File: config.mk
export PLATFORM = sky130hd
export DESIGN_NAME = i2s_frame_packer
export DESIGN_NICKNAME = d
export VERILOG_FILES = /design/src/rtl/i2s_frame_packer.sv
export SDC_FILE = /design/constraint.sdc
export NUM_CORES = 1
export LEC_CHECK = 0
export CAP_MARGIN = 20
export CORE_MARGIN = 1
export CORE_UTILIZATION = 30
export DETAILED_ROUTE_END_ITERATION = 6
export GPL_TIMING_DRIVEN = 0
export SETUP_SLACK_MARGIN = 0.3
export SKIP_LAST_GASP = 1
export SLEW_MARGIN = 20
export SYNTH_ARGS = -nofsm -noshare
export SYNTH_HDL_FRONTEND = slang
export SYNTH_SLANG_ARGS = --single-unit
File: constraint.sdc
create_clock -name clk -period 4.81 [get_ports clk]
set_clock_uncertainty 0.2 [all_clocks]
set_input_delay 0.962 -clock clk [delete_from_list [all_inputs] [get_ports clk]]
set_output_delay 0.962 -clock clk [all_outputs]
set_load 0.1 [all_outputs]
File: src/rtl/i2s_frame_packer.sv
// Packs the USB receive byte stream into little-endian stereo frames and buffers
// them in a first-word-fall-through FIFO that feeds the I2S serializer.
//
// state   | meaning
// LEFT_S  | collecting left-sample bytes (r_idx = byte index)
// RIGHT_S | collecting right-sample bytes; the last byte pushes the frame
module i2s_frame_packer #(
    parameter int FIFO_DEPTH = 4,
    parameter int ADDR_W     = 2
) (
    input  logic              clk,
    input  logic              rst,
    input  logic              flush,
    input  logic [3:0]        sample_size,
    input  logic [7:0]        byte_in,
    input  logic              byte_valid,
    output logic              byte_ready,
    output logic [31:0]       sample_left,
    output logic [31:0]       sample_right,
    output logic              frame_valid,
    input  logic              frame_ready,
    output logic [ADDR_W:0]   fifo_level,
    output logic              size_error
);

    typedef enum logic {LEFT_S, RIGHT_S} state_t;

    state_t              r_state, w_state_nxt;
    logic [1:0]          r_idx, w_idx_nxt;
    logic [3:0]          r_code, w_code_nxt;
    logic [31:0]         r_left, w_left_nxt;
    logic [31:0]         r_right, w_right_nxt;
    logic                r_size_error, w_size_error_nxt;

    logic [31:0]         r_mem_l [FIFO_DEPTH];
    logic [31:0]         r_mem_r [FIFO_DEPTH];
    logic [ADDR_W-1:0]   r_wptr, r_rptr;
    logic [ADDR_W:0]     r_level;

    logic                w_boundary, w_code_ok, w_full, w_accept, w_last;
    logic                w_push, w_pop;
    logic [3:0]          w_code;
    logic [1:0]          w_last_idx;
    logic [31:0]         w_old, w_sample_new;

    always_comb begin
        w_boundary = (r_state == LEFT_S) && (r_idx == 2'd0);
        // The incoming code only matters at a frame boundary; mid-frame the latched one rules.
        w_code     = w_boundary ? sample_size : r_code;
        w_code_ok  = 1'b1;
        w_last_idx = 2'd0;
        case (w_code)
            4'd0:       w_last_idx = 2'd0;
            4'd1, 4'd3: w_last_idx = 2'd1;
            4'd4:       w_last_idx = 2'd3;
            default:    w_code_ok  = 1'b0;
        endcase
        w_full     = (r_level == FIFO_DEPTH[ADDR_W:0]);
        byte_ready = !rst && !flush && !w_full && w_code_ok;
        w_accept   = byte_valid && byte_ready;
        w_last     = (r_idx == w_last_idx);

        w_old        = (r_state == LEFT_S) ? r_left : r_right;
        w_sample_new = (r_idx == 2'd0) ? 32'd0 : w_old;
        w_sample_new[{r_idx, 3'b000} +: 8] = byte_in;
        if (w_code == 4'd1 && r_idx == 2'd1)
            w_sample_new[15:12] = 4'd0;
    end

    always_comb begin
        w_state_nxt      = r_state;
        w_idx_nxt        = r_idx;
        w_code_nxt       = r_code;
        w_left_nxt       = r_left;
        w_right_nxt      = r_right;
        w_size_error_nxt = r_size_error;
        w_push           = 1'b0;

        if (w_boundary)
            w_size_error_nxt = !w_code_ok;

        if (flush) begin
            w_state_nxt = LEFT_S;
            w_idx_nxt   = 2'd0;
            w_left_nxt  = 32'd0;
            w_right_nxt = 32'd0;
        end else if (w_accept) begin
            if (w_boundary)
                w_code_nxt = sample_size;
            if (r_state == LEFT_S) begin
                w_left_nxt = w_sample_new;
                if (w_last) begin
                    w_state_nxt = RIGHT_S;
                    w_idx_nxt   = 2'd0;
                end else begin
                    w_idx_nxt = r_idx + 2'd1;
                end
            end else begin
                w_right_nxt = w_sample_new;
                if (w_last) begin
                    w_push      = 1'b1;
                    w_state_nxt = LEFT_S;
                    w_idx_nxt   = 2'd0;
                end else begin
                    w_idx_nxt = r_idx + 2'd1;
                end
            end
        end
    end

    assign w_pop = frame_valid && frame_ready && !flush;

    always_ff @(posedge clk or posedge rst) begin
        if (rst) begin
            r_state      <= LEFT_S;
            r_idx        <= 2'd0;
            r_code       <= 4'd0;
            r_left       <= 32'd0;
            r_right      <= 32'd0;
            r_size_error <= 1'b0;
        end else begin
            r_state      <= w_state_nxt;
            r_idx        <= w_idx_nxt;
            r_code       <= w_code_nxt;
            r_left       <= w_left_nxt;
            r_right      <= w_right_nxt;
            r_size_error <= w_size_error_nxt;
        end
    end

    always_ff @(posedge clk or posedge rst) begin
        if (rst) begin
            r_wptr  <= '0;
            r_rptr  <= '0;
            r_level <= '0;
        end else if (flush) begin
            r_wptr  <= '0;
            r_rptr  <= '0;
            r_level <= '0;
        end else begin
            if (w_push)
                r_wptr <= r_wptr + 1'b1;
            if (w_pop)
                r_rptr <= r_rptr + 1'b1;
            case ({w_push, w_pop})
                2'b10:   r_level <= r_level + 1'b1;
                2'b01:   r_level <= r_level - 1'b1;
                default: r_level <= r_level;
            endcase
        end
    end

    // Storage needs no reset: the outputs are gated by frame_valid.
    always_ff @(posedge clk) begin
        if (w_push) begin
            r_mem_l[r_wptr] <= r_left;
            r_mem_r[r_wptr] <= w_sample_new;
        end
    end

    assign frame_valid  = (r_level != '0);
    assign sample_left  = frame_valid ? r_mem_l[r_rptr] : 32'd0;
    assign sample_right = frame_valid ? r_mem_r[r_rptr] : 32'd0;
    assign fifo_level   = r_level;
    assign size_error   = r_size_error;

endmodule

Word-level counts from Yosys, hierarchy flattened
Memories as Yosys holds them, arrays and structs flattened.
Cells that the tools add are included.
W data, S select, Z words.
- bits in writable memories: 256
- register bits after elaboration: 79
- memories kept: 2
- input port bits: 17
- shift-type cells: 2
- equal/unequal tests: 9
- bitwise logic cells: 2
- multiplexer cells: 34
- reductions and logical operators: 25
- add/subtract/negate cells: 6
- memory list (memory ; depth ; width ; rd ports ; clocked after memory_dff ; wr ports ; line ; source):
    r_mem_l ; 4 ; 32 ; 1 ; 0 ; 1 ; 35 ; logic [31:0] r_mem_l [FIFO_DEPTH];
    r_mem_r ; 4 ; 32 ; 1 ; 0 ; 1 ; 36 ; logic [31:0] r_mem_r [FIFO_DEPTH];
- operator list (cell ; count):
    $mux W32 ; 10
    $bwmux W32 ; 1
    $shift A8 B7 Y32 const A ; 1
    $shiftx A8 B7 Y32 ; 1
    $mux W2 ; 7
    $mux W1 ; 11
    $logic_and A1 B1 Y1 ; 8
    $mux W4 ; 2
    $reduce_bool A2 Y1 ; 4
    $neg A5 Y7 ; 1
    $add A2 B1 Y2 const B ; 3
    $pmux W3 S2 ; 1
    $reduce_and A2 Y1 ; 3
    $reduce_bool A3 Y1 ; 2
    $eq A2 B1 Y1 const B ; 2
    $eq A4 B1 Y1 const B ; 1
    $eq A4 B2 Y1 const B ; 1
    $eq A4 B3 Y1 const B ; 1
    $logic_not A1 Y1 ; 4
    $logic_not A4 Y1 ; 1
    $pmux W2 S2 ; 1
    $reduce_or A4 Y1 ; 1
    $add A3 B1 Y3 const B ; 1
    $eq A3 B3 Y1 const B ; 1
    other kinds (8) ; 9

Depth between registers and ports, before layout
Gate-level depths: netlist of run 1.
- word-level depth: 14
- gate-level depth with buffers: 17

Worst setup path before layout of run 1
No wires, ideal clock.
- kind: reg-to-reg
- from: register r_idx[0]
- to: memory r_mem_l[0][0], enable pin
- cell stages (with the launch flop): 14
- slack: 0.012 ns
- setup time: 0.429 ns
- arrival: 4.169 ns
- cells stage by stage: dfrtp_1 -> inv_1 -> ha_1 -> buf_2 -> and4bb_4 -> a31o_2 -> and3_1 -> or4_4 -> nand2_1 -> ha_1 -> inv_1 -> a211oi_4 -> buf_6 -> and2_1
- word-level cells in the longest chain between the ends: 13
- elaborated cells between the ends (all ways): 20
- ends and longest elaborated chain (item ; line ; source):
    start, declared ; 29 ; logic [1:0] r_idx, w_idx_nxt;
    start signal, assigned ; 123 ; r_idx <= w_idx_nxt;
    $logic_not A2 Y1 ; 47 ; w_boundary = (r_state == LEFT_S) && (r_idx == 2'd0);
    $logic_and A1 B1 Y1 ; 47 ;
    $mux W4 ; - ;
    $eq A4 B1 Y1 or $eq A4 B2 Y1 (tied branches) ; 52 ; case (w_code)
    $reduce_or A2 Y1 ; 52 ;
    $pmux W2 S2 ; 52 ;
    $eq A2 B2 Y1 ; 61 ; w_last = (r_idx == w_last_idx);
    $mux W1 ; 100 ; if (w_last) begin
    $mux W1 ; 90 ; if (r_state == LEFT_S) begin
    $mux W1 (*) ; 87 ; end else if (w_accept) begin
    $mux W1 (*) ; 82 ; if (flush) begin
    $mux W1 (*) ; 155 ; if (w_push) begin
    $mux W1 (not written as such) (*) ; 156 ; r_mem_l[r_wptr] <= r_left;
    end, declared ; 35 ;
Mark *: on every way between the ends. The rest lies on a longest branch, timed or not.

Final worst setup path of run 1
- from: register r_idx[0]
- to: register r_level[2], in the netlist fifo_level[2]
- word-level cells in the longest chain between the ends: 14
- elaborated cells between the ends (all ways): 23
- ends and longest elaborated chain (item ; line ; source):
    $logic_not A2 Y1 ; 47 ;
    $logic_and A1 B1 Y1 ; 47 ;
    $mux W4 ; - ;
    $eq A4 B1 Y1 or $eq A4 B2 Y1 (tied branches) ; 52 ;
    $reduce_or A2 Y1 ; 52 ;
    $pmux W2 S2 ; 52 ;
    $eq A2 B2 Y1 ; 61 ;
    $mux W1 ; 100 ;
    $mux W1 ; 90 ;
    $mux W1 (*) ; 87 ;
    $mux W1 (*) ; 82 ;
    $eq A2 B1 Y1 or $eq A2 B2 Y1 (tied branches) ; 145 ; case ({w_push, w_pop})
    $pmux W3 S2 ; 145 ;
    $mux W3 ; 136 ; end else if (flush) begin
    end signal, assigned ; 146 ; 2'b10: r_level <= r_level + 1'b1;
    end signal, assigned ; 147 ; 2'b01: r_level <= r_level - 1'b1;
    end signal, assigned ; 148 ; default: r_level <= r_level;
    end, declared ; 38 ; logic [ADDR_W:0] r_level;
Marked as above.
A chain may end at the register's enable or synchronous reset.

==> results of run 1 <==
[routing by layer]
metal | up-vias | routed length (um) | global-route usage
li1 | 3558 | - | -
met2 | 237 | 15000 | 0.213
met3 | 51 | 2080 | 0.0252
met1 | 4019 | 14500 | 0.192
met5 | - | 0 | 0
met4 | 0 | 687 | 0.0387
[critical path: cells and delay by family (launching register included)]
family	cells	cell delay (ns)
mux	2	0.49
fa+ha+maj	3	0.79
simple gates	5	0.86
flops	1	0.47
compound gates	3	0.76
buf+inv	4	0.74
[timing repair]
| item | 4_1_cts | 5_1_grt |
|---|---|---|
| cloned | 0 | 0 |
| pin swaps | 0 | 2 |
| setup endpoints to repair | 66 | 156 |
| gates resized for setup | 84 | 11 |
[cell usage in the layout, fill, tap and decap left out, drive strengths merged, types with 2 or more instances in the layout]
| cell | netlist | layout |
|---|---|---|
| clkbuf | 28 | 82 |
| mux4 | 64 | 64 |
| and2 | 69 | 69 |
| a21boi | 2 | 2 |
| ha | 10 | 10 |
| clkinv | 0 | 10 |
| dfrtp | 79 | 79 |
| nand3 | 3 | 3 |
| nand2b | 3 | 3 |
| mux2 | 29 | 29 |
| buf | 23 | 27 |
| a21oi | 18 | 18 |
| a31oi | 7 | 7 |
| o31ai | 4 | 4 |
| nand3b | 2 | 2 |
| inv | 37 | 38 |
| nor3b | 2 | 2 |
| o21ai | 9 | 9 |
| nor2b | 2 | 2 |
| xor2 | 3 | 3 |
| clkdlybuf4s15 | 0 | 13 |
| edfxtp | 256 | 256 |
| nor2 | 79 | 79 |
| clkdlybuf4s50 | 0 | 25 |
| a21o | 2 | 2 |
| mux2i | 11 | 11 |
| a211oi | 59 | 59 |
| nor3 | 2 | 2 |
| dlygate4sd2 | 0 | 42 |
| or3 | 2 | 2 |
| a31o | 2 | 2 |
| nand2 | 13 | 13 |
| bufinv | 0 | 5 |
| a22oi | 24 | 24 |
[metrics by stage]
stage | setup WS [ns] | instances | hold WS [ns] | total power [uW]
5_1_grt | 0.213 | 1612 | 0.363 | 6630
2_1_floorplan | 0.547 | 857 | 0.287 | 3520
3_3_place_gp | -0.655 | 1542 | 0.327 | 3660
6_report | 0.376 | 1612 | 0.344 | 6420
4_1_cts | 0.311 | 1611 | 0.346 | 6490
3_5_place_dp | 0.0293 | 1547 | 0.334 | 3660
[sequential cells by signal, summed over array words and instances (netlist names)]
register	cells
r_wptr	2
r_left	32
r_mem_l	128
r_rptr	2
fifo_level	3
r_code	4
r_mem_r	128
r_right	32
r_idx	2
size_error	1
r_state	1
[power groups by stage]
stage | Clock, uW | Combinational, uW | Sequential, uW
global route | 3000 | 478 | 3150
finish | 2830 | 448 | 3150
CTS | 2890 | 453 | 3140
floorplan | 0 | 306 | 3210
detailed placement | 0 | 460 | 3200
global placement | 0 | 455 | 3200
[final timing paths]
kind                            from       endpoint  slack (ns)
min in group asynchronous        rst  fifo_level[1]        0.76
max in group asynchronous        rst      r_left[3]        3.03
hold reg to reg            r_code[1]      r_code[1]        0.34
hold / removal             r_code[1]      r_code[1]        0.34
setup reg to reg            r_idx[0]  fifo_level[2]        0.38
setup / recovery            r_idx[0]  fifo_level[2]        0.38
[kinds of logic (layout without fill, tap and decap cells)]
family                     count (synthesis)  after routing  share of synthesized area
DFF                                      335            335                      0.688
and+or+nand+nor                          187            187                     0.0707
AOI/OAI and AO/OA                        129            129                     0.0685
muxes                                    104            104                      0.135
buffers and inverters                     88            243                     0.0257
adders and majority gates                 11             11                     0.0103
xor gates and xnor gates                   3              3                    0.00187
[layout make-up]
cell class | count | share of cell area
Buffer | 51 | 0.0134
Clock inverter | 17 | 0.0125
Clock buffer | 47 | 0.0599
Sequential cell | 335 | 0.570
Timing Repair Buffer | 91 | 0.0532
Tap cell | 600 | 0.0443
Inverter | 37 | 0.00834
Multi-Input combinational cell | 434 | 0.238
==> metrics.csv, run 1 <==
metric,value,unit
cp_max_fo,10,
ys_warn_count,0,
routed_wl,32.3,mm
wl_per_cell,20.0,um
min_period,4.43,ns
final_core_util,0.370,
grt_antenna_before_repair,0,
drt-initial-drc-count,635,
crit_type,register to register,
cp_cell_sequence,inv_1 -> ha_1 -> buf_2 -> or4b_1 -> o31ai_1 -> a21boi_4 -> nand3_1 -> nand2_1 -> ha_1 -> inv_1 -> a211oi_4 -> buf_6 -> nor3_1 -> fa_1 -> and2_1 -> mux2i_1 -> mux2_1,
numClockSinks,335,
async_flop_share,0.236,
p_int,5000,uW
hold_depth,1,
register_area,0.00967,mm2
postPlaceCellArea,0.0158,mm2
cp.required,5.00,ns
die_w,218,um
setup_viol,0,
syn2layout_area_growth,20.7,%
dr_total_vias,7865,
avgSynthCellArea,16.4,um2
dieArea,0.0477,mm2
start_kind,register,
leakage,0.00625,uW
ios,87,
overflow,0,
gp_congestion,0.791,
port_buffers,85,
syn_area,0.0140,mm2
p_switching,1420,uW
syn_nets,885,
p_clk_frac,0.440,
fin_area,0.0170,mm2
nets,1014,
grt_max_degree,44,
dpl.hpwl,21.7,mm
synth_largest_area_cell,edfxtp_1,
arrival,4.62,ns
num-fill-cells,4212,
htree_levels,2,
grt_pass1_wl,49.0,mm
hp-class,register to register,
yosys.cell_count.top_type,edfxtp_1,
grt_pass1_vias,8042,
synth_edf_count,256,
seq_power_share,0.490,
rsz0062_at_grt,yes,
yosys-top-cells-count,"256 x edfxtp_1, 79 x dfrtp_1, 79 x nor2_1",
ir_drop,0.201,mV
synth_top_area_frac,0.547,
p_comb_frac,0.070,
synth_seq_cells,335,
maxSlewViolCount,0,
synth_cells,857,
clock_latency,0.51,ns
max_cap_violations,0,
ys_types,53,
vias_per_cell,4.88,
die_h,218,um
core_area,0.0458,mm2
grtUsageTotal,0.136,
dr.pass1.iters,5,
netlist_top_cells_area,"edfxtp_1 55%, dfrtp_1 14%, mux4_2 10%",
multi_input_area,0.00404,mm2
cts_hold_buf,0,
cts_buffers,36,
postCtsSetupBuffers,0,
p_sw_frac,0.221,
ant_nets,0,
period_share,0.922,
setup_tns,0,ns
clk_pin_slew,0.06,ns
ys.flop_type,edfxtp_1,
cts_root_buf,clkbuf_16,
slowest_delay,0.47,ns
hold_viol_final,0,
start_util,0.307,
cts.path.max_buffers,3,
max_freq,226,MHz
drc,0,
diodes,0,
slowest_stage,dfrtp_2,
layout-drive-gt1-share,0.207,
status,"finished, final reports clean",
r2r_cells,17,
ys_seq_area_frac,0.688,
cp-end-kind,register,
power.density,379,mW/mm2
cts_tree,yes,
fp-row-count,78,
worstMarginPinSlew,0.999,ns
slew_headroom,0.337,
No activity file was read; power rests on OpenSTA's default activity.
==> inputs of run 2 (changes only) <==
--- a/config.mk
+++ b/config.mk
@@ -8,6 +8,7 @@
 export CAP_MARGIN = 20
 export CORE_MARGIN = 1
 export CORE_UTILIZATION = 30
+export CTS_CLUSTER_DIAMETER = 80
 export DETAILED_ROUTE_END_ITERATION = 6
 export GPL_TIMING_DRIVEN = 0
 export SETUP_SLACK_MARGIN = 0.3
==> results of run 2 <==
The final DEF is identical to that of run 1; final timing and power are the same.
==> inputs of run 3 (changes only) <==
--- a/config.mk
+++ b/config.mk
@@ -9,6 +9,7 @@
 export CORE_MARGIN = 1
 export CORE_UTILIZATION = 30
 export CTS_CLUSTER_DIAMETER = 80
+export CTS_CLUSTER_SIZE = 40
 export DETAILED_ROUTE_END_ITERATION = 6
 export GPL_TIMING_DRIVEN = 0
 export SETUP_SLACK_MARGIN = 0.3
==> metrics.csv, run 3 (synthesis results as in run 1) <==
metric,value,unit,change
num-fill-cells,4291,,+1.9%
htree_levels,1,,-1
dr_total_vias,7711,,-2.0%
core_area,0.0458,mm2,unchanged
cp_max_fo,10,,unchanged
p_clk_frac,0.311,,-0.129
arrival,4.58,ns,-0.04 ns
clk_pin_slew,0.12,ns,+0.06 ns
fin_cells,1573,,-2.4%
routed_wl,31.6,mm,-1.9%
syn2layout_area_growth,15.7,%,
ir_drop,0.214,mV,+6.5%
max_cap_violations,0,,unchanged
clock_latency,0.52,ns,about the same
p_total,5210,uW,-19%
grt_max_degree,44,,unchanged
seq_power_share,0.603,,+0.113
reg.largest.list,"r_mem_l (128), r_mem_r (128)",,
cts_root_buf,clkbuf_16,,
cts_buffers,15,,-58%
slowest_stage,o31ai_1,,
layout_commonest_cell,edfxtp_1,,
min_period,4.39,ns,-0.0482 ns
die_w,218,um,unchanged
p_comb_frac,0.086,,+0.016
leakage,0.00589,uW,-5.7%
p_sw_frac,0.254,,+0.0330
cts_tree,yes,,
max_freq,228,MHz,+1.1%
grt_antenna_before_repair,0,,unchanged
final_core_util,0.355,,-0.0153
overflow,0,,unchanged
grt_pass1_vias,7740,,-3.8%
numClockSinks,335,,unchanged
start_util,0.307,,unchanged
status,"finished, final reports clean",,
worstMarginPinSlew,0.999,ns,-0.00000834 ns
maxSlewViolCount,0,,unchanged
grtUsageTotal,0.133,,-0.00317
power.density,321,mW/mm2,-15%
cts_hold_buf,0,,unchanged
port_buffers,85,,unchanged
die_h,218,um,unchanged
cp.required,5.00,ns,about the same
crit_type,register to register,,
gp_congestion,0.791,,unchanged
cts.path.max_buffers,3,,unchanged
grt_pass1_wl,48.1,mm,-1.8%
start_kind,register,,
mostFrequentLayoutCells,"256 x edfxtp_1, 79 x nor2_1, 78 x dfrtp_1",,
hp-class,register to register,,
layout-drive-gt1-share,0.184,,-0.0226
diodes,0,,unchanged
p_int,3880,uW,-22%
hold_viol_final,0,,unchanged
multi_input_area,0.00404,mm2,unchanged
p_switching,1330,uW,-6.8%
setup_viol,0,,unchanged
postCtsSetupBuffers,0,,unchanged
dpl.hpwl,21.7,mm,unchanged
rsz0062_at_grt,yes,,
ios,87,,unchanged
cp-end-kind,register,,
setup_tns,0,ns,unchanged
register_area,0.00967,mm2,unchanged
period_share,0.912,,-0.0100
ant_nets,0,,unchanged
slowest_delay,0.71,ns,+0.24 ns
dieArea,0.0477,mm2,unchanged
drc,0,,unchanged
fp-row-count,78,,unchanged
wl_per_cell,20.1,um,+0.52%
slew_headroom,0.337,,about the same
drt-initial-drc-count,665,,+4.7%
nets,993,,-2.1%
vias_per_cell,4.90,,+0.47%
dp_cells,1547,,unchanged
cp_cell_sequence,inv_1 -> ha_1 -> and2b_1 -> o31ai_1 -> a21boi_4 -> nand3_1 -> nand2_1 -> ha_1 -> inv_1 -> a211oi_4 -> buf_6 -> nor3_1 -> fa_1 -> and2_1 -> mux2i_1 -> mux2_1,,
dr.pass1.iters,5,,unchanged
run 3: metal layers:
layer  part of all wire  up-vias  global-route usage
met2               0.47      221               0.209
met5                  0        -                   0
met1               0.46     3958               0.193
li1                   -     3498                   -
met4              0.018        0              0.0287
met3              0.056       34              0.0207
run 3: path summary, 6_finish.rpt:
check                            startpoint            end  slack [ns]  depth (start not counted)
worst max-delay path               r_idx[1]  fifo_level[2]        0.42                         16
worst min-delay path            r_right[13]    r_right[13]        0.36                          2
worst max register to register     r_idx[1]  fifo_level[2]        0.42                         16
worst min register to register  r_right[13]    r_right[13]        0.36                          2
max in group asynchronous               rst     r_left[14]        3.06                          3
min in group asynchronous               rst  fifo_level[1]        0.73                          2
run 3: per-stage QoR:
| stage | area, um2 | setup WS, ns | hold WS (ns) |
|---|---|---|---|
| 2_1_floorplan | 14000 | 0.547 | 0.287 |
| 3_3_place_gp | 15600 | -0.655 | 0.327 |
| 3_5_place_dp | 15800 | 0.0293 | 0.334 |
| 4_1_cts | 16300 | 0.299 | 0.357 |
| 5_1_grt | 16300 | 0.282 | 0.379 |
| 6_report | 16300 | 0.424 | 0.356 |
run 3: layout make-up:
type	instances	area share
Sequential cell	335	0.595
Buffer	51	0.0139
Clock inverter	9	0.00916
Tap cell	600	0.0462
Multi-Input combinational cell	434	0.248
Inverter	37	0.00870
Clock buffer	16	0.0233
Timing Repair Buffer	91	0.0555
run 3: critical path: cells and delay by family, from the launching register on:
kind,cells,cell delay [ns]
compound gates,3,1.25
fa+ha+maj,3,0.78
simple gates,5,0.68
flops,1,0.49
mux,2,0.49
buf+inv,3,0.38
run 3: what timing repair did:
item / 4_1_cts / 5_1_grt
endpoints found under the setup margin: 66 / 156
resized for setup: 85 / 11
gates cloned: 0 / 0
run 3: power groups by stage:
stage / Clock (uW) / Sequential, uW / Combinational, uW
finish: 1620 / 3140 / 448
global route: 1740 / 3140 / 479
CTS: 1670 / 3140 / 454
detailed placement: 0 / 3200 / 460
global placement: 0 / 3200 / 455
floorplan: 0 / 3210 / 306
